===== src/rtl/bp_upd_sched_if.sv =====
`default_nettype none
// ============================================================================
// Module  : bp_upd_sched_if
// Brief   : Fetch-lookup / branch-update / table-write bundle for bp_upd_sched.
// Rev     : 1.0  initial release
// ============================================================================
interface bp_upd_sched_if #(
    parameter int BP_SIZE = 11,
    parameter int Q_DEPTH = 4
);
    logic                       lookup_req;
    logic                       lookup_gnt;
    logic                       upd_valid;
    logic                       upd_ready;
    logic [63:0]                upd_pc;
    logic [63:0]                upd_target;
    logic                       upd_taken;
    logic                       upd_mispred;
    logic                       tbl_we;
    logic [BP_SIZE-1:0]         tbl_idx;
    logic [63:0]                tbl_pc;
    logic [63:0]                tbl_target;
    logic                       tbl_taken;
    logic [$clog2(Q_DEPTH):0]   q_cnt;

    modport master (
        output lookup_req, upd_valid, upd_pc, upd_target, upd_taken, upd_mispred,
        input  lookup_gnt, upd_ready, tbl_we, tbl_idx, tbl_pc, tbl_target,
               tbl_taken, q_cnt
    );

    modport slave (
        input  lookup_req, upd_valid, upd_pc, upd_target, upd_taken, upd_mispred,
        output lookup_gnt, upd_ready, tbl_we, tbl_idx, tbl_pc, tbl_target,
               tbl_taken, q_cnt
    );
endinterface
`default_nettype wire


===== src/rtl/bp_upd_sched.sv =====
`default_nettype none
// ============================================================================
// Module  : bp_upd_sched
// Brief   : Queues resolved-branch updates and arbitrates the single BTB/PHT
//           port between fetch lookups and table writes.
//           Option macro: BP_UPD_COALESCE_EN (merge same-PC updates at tail).
// Rev     : 1.0  initial release
// ============================================================================
module bp_upd_sched #(
    parameter int BP_SIZE    = 11,
    parameter int Q_DEPTH    = 4,
    parameter int STARVE_MAX = 8
) (
    input  wire logic       clk,
    input  wire logic       rst,
    bp_upd_sched_if.slave   bus
);
    localparam int c_PTR_W = $clog2(Q_DEPTH);
    localparam int c_CNT_W = c_PTR_W + 1;
    localparam int c_STV_W = $clog2(STARVE_MAX + 1);
    localparam logic [c_CNT_W-1:0] c_FULL    = c_CNT_W'(Q_DEPTH);
    localparam logic [c_STV_W-1:0] c_STV_MAX = c_STV_W'(STARVE_MAX);

    typedef enum logic [1:0] {
        S_EMPTY = 2'd0,
        S_PEND  = 2'd1,
        S_FORCE = 2'd2
    } state_t;

    state_t               r_state;
    state_t               w_state_nxt;
    logic [63:0]          r_pc  [Q_DEPTH];
    logic [63:0]          r_tgt [Q_DEPTH];
    logic [Q_DEPTH-1:0]   r_tkn;
    logic [Q_DEPTH-1:0]   r_msp;
    logic [Q_DEPTH-1:0]   w_msp_nxt;
    logic [c_PTR_W-1:0]   r_rd;
    logic [c_PTR_W-1:0]   r_wr;
    logic [c_PTR_W-1:0]   w_tail;
    logic [c_PTR_W-1:0]   w_rd_nxt;
    logic [c_CNT_W-1:0]   r_cnt;
    logic [c_CNT_W-1:0]   w_cnt_nxt;
    logic [c_STV_W-1:0]   r_stv;
    logic [c_STV_W-1:0]   w_stv_nxt;
    logic                 w_full;
    logic                 w_we;
    logic                 w_rdy;
    logic                 w_alloc;
    logic                 w_coal;
`ifdef BP_UPD_COALESCE_EN
    logic                 w_coal_ok;
`endif

    always_comb begin
        w_full = (r_cnt == c_FULL);
        w_we   = !rst && ((r_state == S_FORCE) ||
                          ((r_state == S_PEND) && !bus.lookup_req));
        w_tail = r_wr - c_PTR_W'(1);
`ifdef BP_UPD_COALESCE_EN
        // Tail merge is only safe while that entry is not leaving this cycle.
        w_coal_ok = (r_cnt != '0) && (bus.upd_pc == r_pc[w_tail]) &&
                    !(w_we && (r_cnt == c_CNT_W'(1)));
        w_rdy     = !rst && (!w_full || w_coal_ok);
        w_coal    = bus.upd_valid && w_rdy && w_coal_ok;
        w_alloc   = bus.upd_valid && w_rdy && !w_coal_ok;
`else
        w_rdy     = !rst && !w_full;
        w_coal    = 1'b0;
        w_alloc   = bus.upd_valid && w_rdy;
`endif
        w_cnt_nxt = r_cnt + c_CNT_W'(w_alloc) - c_CNT_W'(w_we);
        w_rd_nxt  = r_rd + c_PTR_W'(w_we);

        w_msp_nxt = r_msp;
        if (w_alloc) begin
            w_msp_nxt[r_wr] = bus.upd_mispred;
        end
        if (w_coal) begin
            w_msp_nxt[w_tail] = r_msp[w_tail] | bus.upd_mispred;
        end

        if ((r_cnt != '0) && !w_we) begin
            w_stv_nxt = (r_stv == c_STV_MAX) ? r_stv : r_stv + c_STV_W'(1);
        end else begin
            w_stv_nxt = '0;
        end

        // Next state looks at the queue as it will be after this edge.
        if (w_cnt_nxt == '0) begin
            w_state_nxt = S_EMPTY;
        end else if (w_msp_nxt[w_rd_nxt] || (w_cnt_nxt == c_FULL) ||
                     (w_stv_nxt == c_STV_MAX)) begin
            w_state_nxt = S_FORCE;
        end else begin
            w_state_nxt = S_PEND;
        end
    end

    always_ff @(posedge clk) begin
        if (rst) begin
            for (int i = 0; i < Q_DEPTH; i++) begin
                r_pc[i]  <= '0;
                r_tgt[i] <= '0;
            end
            r_tkn   <= '0;
            r_msp   <= '0;
            r_rd    <= '0;
            r_wr    <= '0;
            r_cnt   <= '0;
            r_stv   <= '0;
            r_state <= S_EMPTY;
        end else begin
            if (w_alloc) begin
                r_pc[r_wr]  <= bus.upd_pc;
                r_tgt[r_wr] <= bus.upd_target;
                r_tkn[r_wr] <= bus.upd_taken;
                r_wr        <= r_wr + c_PTR_W'(1);
            end
            if (w_coal) begin
                r_tgt[w_tail] <= bus.upd_target;
                r_tkn[w_tail] <= bus.upd_taken;
            end
            r_msp   <= w_msp_nxt;
            r_rd    <= w_rd_nxt;
            r_cnt   <= w_cnt_nxt;
            r_stv   <= w_stv_nxt;
            r_state <= w_state_nxt;
        end
    end

    assign bus.tbl_we     = w_we;
    assign bus.lookup_gnt = !rst && bus.lookup_req && !w_we;
    assign bus.upd_ready  = w_rdy;
    assign bus.tbl_pc     = rst ? '0   : r_pc[r_rd];
    assign bus.tbl_idx    = rst ? '0   : r_pc[r_rd][BP_SIZE+1:2];
    assign bus.tbl_target = rst ? '0   : r_tgt[r_rd];
    assign bus.tbl_taken  = rst ? 1'b0 : r_tkn[r_rd];
    assign bus.q_cnt      = r_cnt;
endmodule
`default_nettype wire


===== src/flat_wrapper.sv =====
// flat-port wrapper written by rule: the top's interface ports become plain ports
module bp_upd_sched_flat 
#(
    parameter int BP_SIZE    = 11,
    parameter int Q_DEPTH    = 4,
    parameter int STARVE_MAX = 8
)
  (clk, rst, bus_lookup_req, bus_upd_valid, bus_upd_pc, bus_upd_target, bus_upd_taken, bus_upd_mispred, bus_lookup_gnt, bus_upd_ready, bus_tbl_we, bus_tbl_idx, bus_tbl_pc, bus_tbl_target, bus_tbl_taken, bus_q_cnt);
  bp_upd_sched_if #(.BP_SIZE(BP_SIZE), .Q_DEPTH(Q_DEPTH)) bus_i ();
  input  wire logic clk;
  input  wire logic rst;
  input wire logic [$bits(bus_i.lookup_req)-1:0] bus_lookup_req;
  input wire logic [$bits(bus_i.upd_valid)-1:0] bus_upd_valid;
  input wire logic [$bits(bus_i.upd_pc)-1:0] bus_upd_pc;
  input wire logic [$bits(bus_i.upd_target)-1:0] bus_upd_target;
  input wire logic [$bits(bus_i.upd_taken)-1:0] bus_upd_taken;
  input wire logic [$bits(bus_i.upd_mispred)-1:0] bus_upd_mispred;
  output wire logic [$bits(bus_i.lookup_gnt)-1:0] bus_lookup_gnt;
  output wire logic [$bits(bus_i.upd_ready)-1:0] bus_upd_ready;
  output wire logic [$bits(bus_i.tbl_we)-1:0] bus_tbl_we;
  output wire logic [$bits(bus_i.tbl_idx)-1:0] bus_tbl_idx;
  output wire logic [$bits(bus_i.tbl_pc)-1:0] bus_tbl_pc;
  output wire logic [$bits(bus_i.tbl_target)-1:0] bus_tbl_target;
  output wire logic [$bits(bus_i.tbl_taken)-1:0] bus_tbl_taken;
  output wire logic [$bits(bus_i.q_cnt)-1:0] bus_q_cnt;
  assign bus_i.lookup_req = bus_lookup_req;
  assign bus_i.upd_valid = bus_upd_valid;
  assign bus_i.upd_pc = bus_upd_pc;
  assign bus_i.upd_target = bus_upd_target;
  assign bus_i.upd_taken = bus_upd_taken;
  assign bus_i.upd_mispred = bus_upd_mispred;
  assign bus_lookup_gnt = bus_i.lookup_gnt;
  assign bus_upd_ready = bus_i.upd_ready;
  assign bus_tbl_we = bus_i.tbl_we;
  assign bus_tbl_idx = bus_i.tbl_idx;
  assign bus_tbl_pc = bus_i.tbl_pc;
  assign bus_tbl_target = bus_i.tbl_target;
  assign bus_tbl_taken = bus_i.tbl_taken;
  assign bus_q_cnt = bus_i.q_cnt;
  bp_upd_sched #(.BP_SIZE(BP_SIZE), .Q_DEPTH(Q_DEPTH), .STARVE_MAX(STARVE_MAX)) u_core (.clk(clk), .rst(rst), .bus(bus_i));
endmodule

===== config.mk =====
export PLATFORM = sky130hd
export DESIGN_NAME = bp_upd_sched_flat
export DESIGN_NICKNAME = d
export VERILOG_FILES = /design/src/rtl/bp_upd_sched_if.sv /design/src/rtl/bp_upd_sched.sv /design/src/flat_wrapper.sv
export SDC_FILE = /design/constraint.sdc
export NUM_CORES = 1
export LEC_CHECK = 0
export CAP_MARGIN = 10
export CORE_MARGIN = 1
export CORE_UTILIZATION = 50
export CTS_BUF_LIST = sky130_fd_sc_hd__clkbuf_4 sky130_fd_sc_hd__clkbuf_8
export DETAILED_ROUTE_END_ITERATION = 10
export HOLD_SLACK_MARGIN = 0.15
export PLACE_DENSITY = 0.81
export SYNTH_ARGS = -nofsm -noshare
export SYNTH_HDL_FRONTEND = slang
export SYNTH_SLANG_ARGS = --single-unit

===== constraint.sdc =====
create_clock -name clk -period 11.4 [get_ports clk]
set_clock_uncertainty 0.05 [all_clocks]
set_input_delay 1.71 -clock clk [delete_from_list [all_inputs] [get_ports clk]]
set_output_delay 1.71 -clock clk [all_outputs]
set_load 0.05 [all_outputs]

**After elaboration in Yosys (flattened, before gate mapping)**

Memories as Yosys holds them, arrays and structs flattened. A register that Yosys moved wholly into a read port is not among the register bits.
Index checks and enable logic that the tools add are counted.

- Input bits: 134
- Bits in writable memories: 512
- Word-level logic and storage cells: 73
- Output and inout port bits: 146
- Memories: 2
- Flip-flop bits (word level): 21

Memory list:

| name | words | width | rd ports | clocked after memory_dff | wr ports | line | text |
|---|---|---|---|---|---|---|---|
| u_core.r_pc | 4 | 64 | 1 | 1 | 4 | bp_upd_sched.sv:32 | `logic [63:0] r_pc [Q_DEPTH];` |
| u_core.r_tgt | 4 | 64 | 1 | 1 | 4 | bp_upd_sched.sv:33 | `logic [63:0] r_tgt [Q_DEPTH];` |

- Add/sub/neg operators: 5
- $lt $le $gt $ge: 4
- Mux-type cells: 29
- Reductions and logical operators: 20
- Equality and inequality tests: 6

Operators with widths:

| operator | count |
|---|---|
| 2-to-1 mux 64 bit | 4 |
| OR reduction 64 bit | 2 |
| 2-to-1 mux 4 bit | 3 |
| 2-to-1 mux 1 bit | 11 |
| 2-to-1 mux 11 bit | 1 |
| 2-to-1 mux 2 bit | 5 |
| less-than comparator 2 x 3 -> 1 bit, second input constant | 3 |
| bitwise mux 4 bit | 2 |
| == test 4 bit, second input constant | 2 |
| logical AND 1 bit | 8 |
| == test 3 bit, second input constant | 2 |
| adder 4 x 1 -> 4 bit, second input constant | 1 |
| binary-select mux 1 bit (select 2 bit) | 2 |
| logical NOT 1 bit | 4 |
| adder 3 x 1 -> 3 bit | 1 |
| logical NOT 3 bit | 1 |
| logical OR 1 bit | 3 |
| nonzero test 3 bit | 1 |
| subtractor 3 x 1 -> 3 bit | 1 |
| adder 2 x 1 -> 2 bit | 1 |
| adder 2 x 1 -> 2 bit, second input constant | 1 |
| demux 1 bit (select 2 bit) | 1 |
| == test 2 x 1 -> 1 bit, second input constant | 1 |
| == test 2 bit, second input constant | 1 |
| 2 further kinds | 2 |

**Longest topological paths before layout**

- Word-level depth: 11
- Depth in mapped cells: 14
- Mapped depth without buffers: 12

**Worst setup path after synthesis**

No wires, ideal clock.

- Path type: input to register
- From: in rst
- To: mem u_core.r_pc[3][0] (enable)
- Setup time: 0.642 ns
- Path slack: 2.312 ns
- Path buffers: 0
- Stages on the path: 5
- Data required time: 10.708 ns
- Arrival: 8.397 ns
- Cell sequence: nor2_2 -> nand2_2 -> inv_2 -> nand2_2 -> o21bai_1

RTL lines:

| item | line | text |
|---|---|---|
| start: declaration | flat_wrapper.sv:11 | `input wire logic rst;` |
| end: declaration | bp_upd_sched.sv:32 |  |

==> results.py <==
metrics = {
    "setup_path": {
        "slowest_delay_ns": 0.96,
        "rrSetupSlack_ns": 7.28,
        "crit_buf_inv": 2,
        "worstPathCellList": "buf_4 > mux4_2 > nor2b_1 > clkdlybuf4s50_1",
        "startpoint": "u_core.r_rd[0]$_SDFF_PP0_",
        "regToRegEndpoint": "u_core.r_pc[2][62]$_SDFFCE_PN0P_",
        "cp.required_ns": 9.64,
        "critPathLaunchType": "register",
        "reg2reg_depth": 9,
        "cp_slowest_cell": "dfxtp_4",
        "crit_cells": 4,
        "critPathArrivalTime_ns": 4.08,
        "r2r-start": "u_core.bus.q_cnt[1]$_SDFF_PP0_",
        "crit_end": "bus_tbl_pc[18]",
        "crit_family": "buffers and inverters",
        "critPathMaxFanout": 44,
        "endpoint_kind": "output pin",
        "crit_type": "register to output pin",
    },
    "place": {
        "placedInstanceArea_um2": 27200,
        "dpl.cell_count": 2325,
        "dpl.hpwl_um": 29700,
        "routabilityCongestion": 0.753,
        "dp_slack_ns": 5.64,
        "io_buffers": 279,
    },
    "timing": {
        "fmax_mhz": 171,
        "period_minus_slack_ns": 5.84,
        "slew_violations": 0,
        "fin_setup_tns_ns": 0,
        "fin_ws_ns": 5.56,
        "max_slew_margin_pct": 26.3,
        "rsz0062_at_grt": "false",
        "timing.final.crit_share_pct": 51.2,
        "worst_pin_slew_ns": 1.11,
        "hold_violations": 0,
        "setup_viol": 0,
    },
    "global_routing": {
        "grt.total_usage_pct": 22.1,
        "busiest_layer": "met2",
        "grt_util_met3_pct": 5.12,
        "grt_pass1_wl_um": 82100,
        "grt_max_degree": 104,
        "antenna_found_initial": 6,
        "first_global_vias": 14400,
        "grt_overflow_total": 0,
        "grtUsageMet1_pct": 28.0,
        "met2_usage_pct": 37.3,
    },
    "yosys": {
        "synth_top_cell_by_area": "edfxtp_1",
        "synthArstFlopShare_pct": 0,
        "synth_top_area_share_pct": 63.3,
        "synth-seq-cells": 533,
        "synth_top_flop_cell": "edfxtp_1",
        "yosysSeqAreaShare_pct": 65.0,
        "ys_types": 49,
        "synthTopCellsByCount": "and2_1 (512), edfxtp_1 (512), nor2b_1 (131)",
        "synth_edf_count": 512,
        "syn_nets": 1669,
        "avgSynthCellArea_um2": 15.9,
        "synthCells": 1525,
        "syn_area_um2": 24300,
        "yosysWarnings": 0,
        "yosys-top-cells-area": "edfxtp_1 (63%), and2_1 (13%), mux4_2 (12%)",
    },
    "clock_tree": {
        "cts_tree": "done",
        "post_cts_resize_count": 0,
        "path_clk_slew_ns": 0.06,
        "cts_hold_buffers": 0,
        "insertion_delay_ns": 0.67,
        "clockBufferDepth": 3,
        "htree_num_levels": 3,
        "postCtsSetupBuffers": 0,
        "numClockSinks": 533,
        "cts_inserted_buffers": 87,
        "clockRootBuffer": "clkbuf_8",
    },
    "finish": {
        "seqCellArea_um2": 15800,
        "drive_gt1_share_pct": 16.1,
        "fill_cells": 3546,
        "area_growth_syn_to_layout_pct": 18.8,
        "final_util_pct": 60.3,
        "fin_area_um2": 28800,
        "layout.nets": 1943,
        "stdcell_count": 2484,
        "multi_input_area_um2": 7650,
    },
    "pwr": {
        "seq_power_share_pct": 47.9,
        "p_sw_share_pct": 28.1,
        "ir_worst_vdd_v": 0.000111,
        "p_leak_nw": 10.3,
        "switching_power_mw": 1.41,
        "p_int_mw": 3.61,
        "clockPowerShare_pct": 31.5,
        "comb_power_share_pct": 20.7,
        "pwr_density_cell_nw_per_um2": 174,
    },
    "drt": {
        "drc": 0,
        "via_count": 13500,
        "wl_per_cell_um": 21.6,
        "viasPerCell": 5.43,
        "drt-total-wl_um": 53600,
        "drt_iter0_drc": 952,
        "final_antenna_net_count": 0,
        "firstDrtPassIters": 5,
    },
    "floorplanning": {
        "initial_core_util_pct": 50.8,
        "fp.dieH_um": 222,
        "die_w_um": 222,
        "dieArea_um2": 49500,
        "io-pin-count": 280,
        "num_rows": 80,
        "fp.coreArea_um2": 47800,
    },
    "run": {
        "drv_cap": 0,
    },
    "status": {
        "status": "finished, final reports clean",
    },
    "worst_hold_path": {
        "hp-class": "register to register",
    },
}
final cells by class:
cell class / count / share of cell area (%)
flip-flops and latches: 533 / 54.8
multi-input cells: 867 / 26.5
repair buffers: 298 / 10.2
clock buffers: 118 / 4.98
well taps: 615 / 2.67
clock inverters: 38 / 0.681
inverters: 12 / 0.165
diodes: 3 / 0.0260
state kept, by name (all words and copies together), names as in the netlist:
signal,count
u_core.r_pc,256
u_core.r_wr,2
u_core.r_msp,4
u_core.r_tkn,4
u_core.r_tgt,256
u_core.r_rd,2
u_core.r_stv,4
u_core.r_state,2
u_core.bus.q_cnt,3
kinds of logic (layout without fill, tap and decap cells):
logic type      count (synthesis)  after routing  share of synthesized area (%)
compound gates                 19             19                          0.562
xor+xnor                        5              5                          0.180
fa+ha+maj                      10             10                          0.546
buf+inv                       125            466                           3.53
flops                         533            533                           65.0
mux                           135            135                           12.2
other cells                     0              3                              0
simple gates                  698            698                           17.9
through the flow:
stage               hold slack, ns  power, mW
finish                       0.414       5.03
global route                 0.440       5.22
CTS                          0.414       5.07
detailed placement           0.406       3.50
global placement             0.402       3.47
floorplan                    0.383       3.17
per-layer routing:
layer | up-vias | wire, µm
li1 | 6073 | -
met1 | 6806 | 21700
met2 | 507 | 26800
met3 | 96 | 3740
met4 | 8 | 1280
met5 | - | 56
worst min-delay path: stages (launching register included):
cell and delay [ns]:
dfxtp_1 0.31, nand2_1 0.05, a21oi_1 0.05
cell usage in the layout (no fill, tap or decap), types with 2 or more instances in the layout:
master,netlist,layout
a21oi_1,6,6
a31oi_1,3,3
and2_1,512,512
and3_1,2,2
buf_4,17,19
clkbuf_4,0,30
clkbuf_8,0,88
clkdlybuf4s50_1,0,278
clkinv_1,0,26
clkinv_2,0,6
clkinvlp_4,0,4
dfxtp_1,21,19
dfxtp_4,0,2
diode_2,0,3
edfxtp_1,512,512
ha_1,9,9
inv_1,11,11
mux2i_1,4,4
mux4_2,129,129
nand2_1,10,10
nand2_2,2,2
nand3_1,2,2
nor2_1,18,18
nor2_4,3,3
nor2b_1,131,131
nor3b_1,2,2
o21ai_0,2,2
or2_4,0,3
or3_1,3,3
xnor2_1,3,3
xor2_1,2,2
worst min path at each step:
stage,end,depth (start not counted),from,slack (ns)
after global routing,u_core.r_tkn[2]$_SDFFE_PP0P_,2,u_core.r_tkn[2]$_SDFFE_PP0P_,0.44
after detailed placement,u_core.r_tkn[2]$_SDFFE_PP0P_,2,u_core.r_tkn[2]$_SDFFE_PP0P_,0.41
after CTS,u_core.r_tkn[2]$_SDFFE_PP0P_,2,u_core.r_tkn[2]$_SDFFE_PP0P_,0.41
after floorplan,u_core.r_tkn[2]$_SDFFE_PP0P_,2,u_core.r_tkn[2]$_SDFFE_PP0P_,0.38
final,u_core.r_tkn[2]$_SDFFE_PP0P_,2,u_core.r_tkn[2]$_SDFFE_PP0P_,0.41
after global placement,u_core.r_tkn[2]$_SDFFE_PP0P_,2,u_core.r_tkn[2]$_SDFFE_PP0P_,0.40
power by group through the flow:
stage / sequential (mW) / clock [mW] / combinational [mW]
global route: 2.42 / 1.69 / 1.10
global placement: 2.44 / 0 / 1.04
floorplan: 2.43 / 0 / 0.748
CTS: 2.41 / 1.61 / 1.05
detailed placement: 2.45 / 0 / 1.05
finish: 2.41 / 1.58 / 1.04
Power figures use the tool's default switching activity.
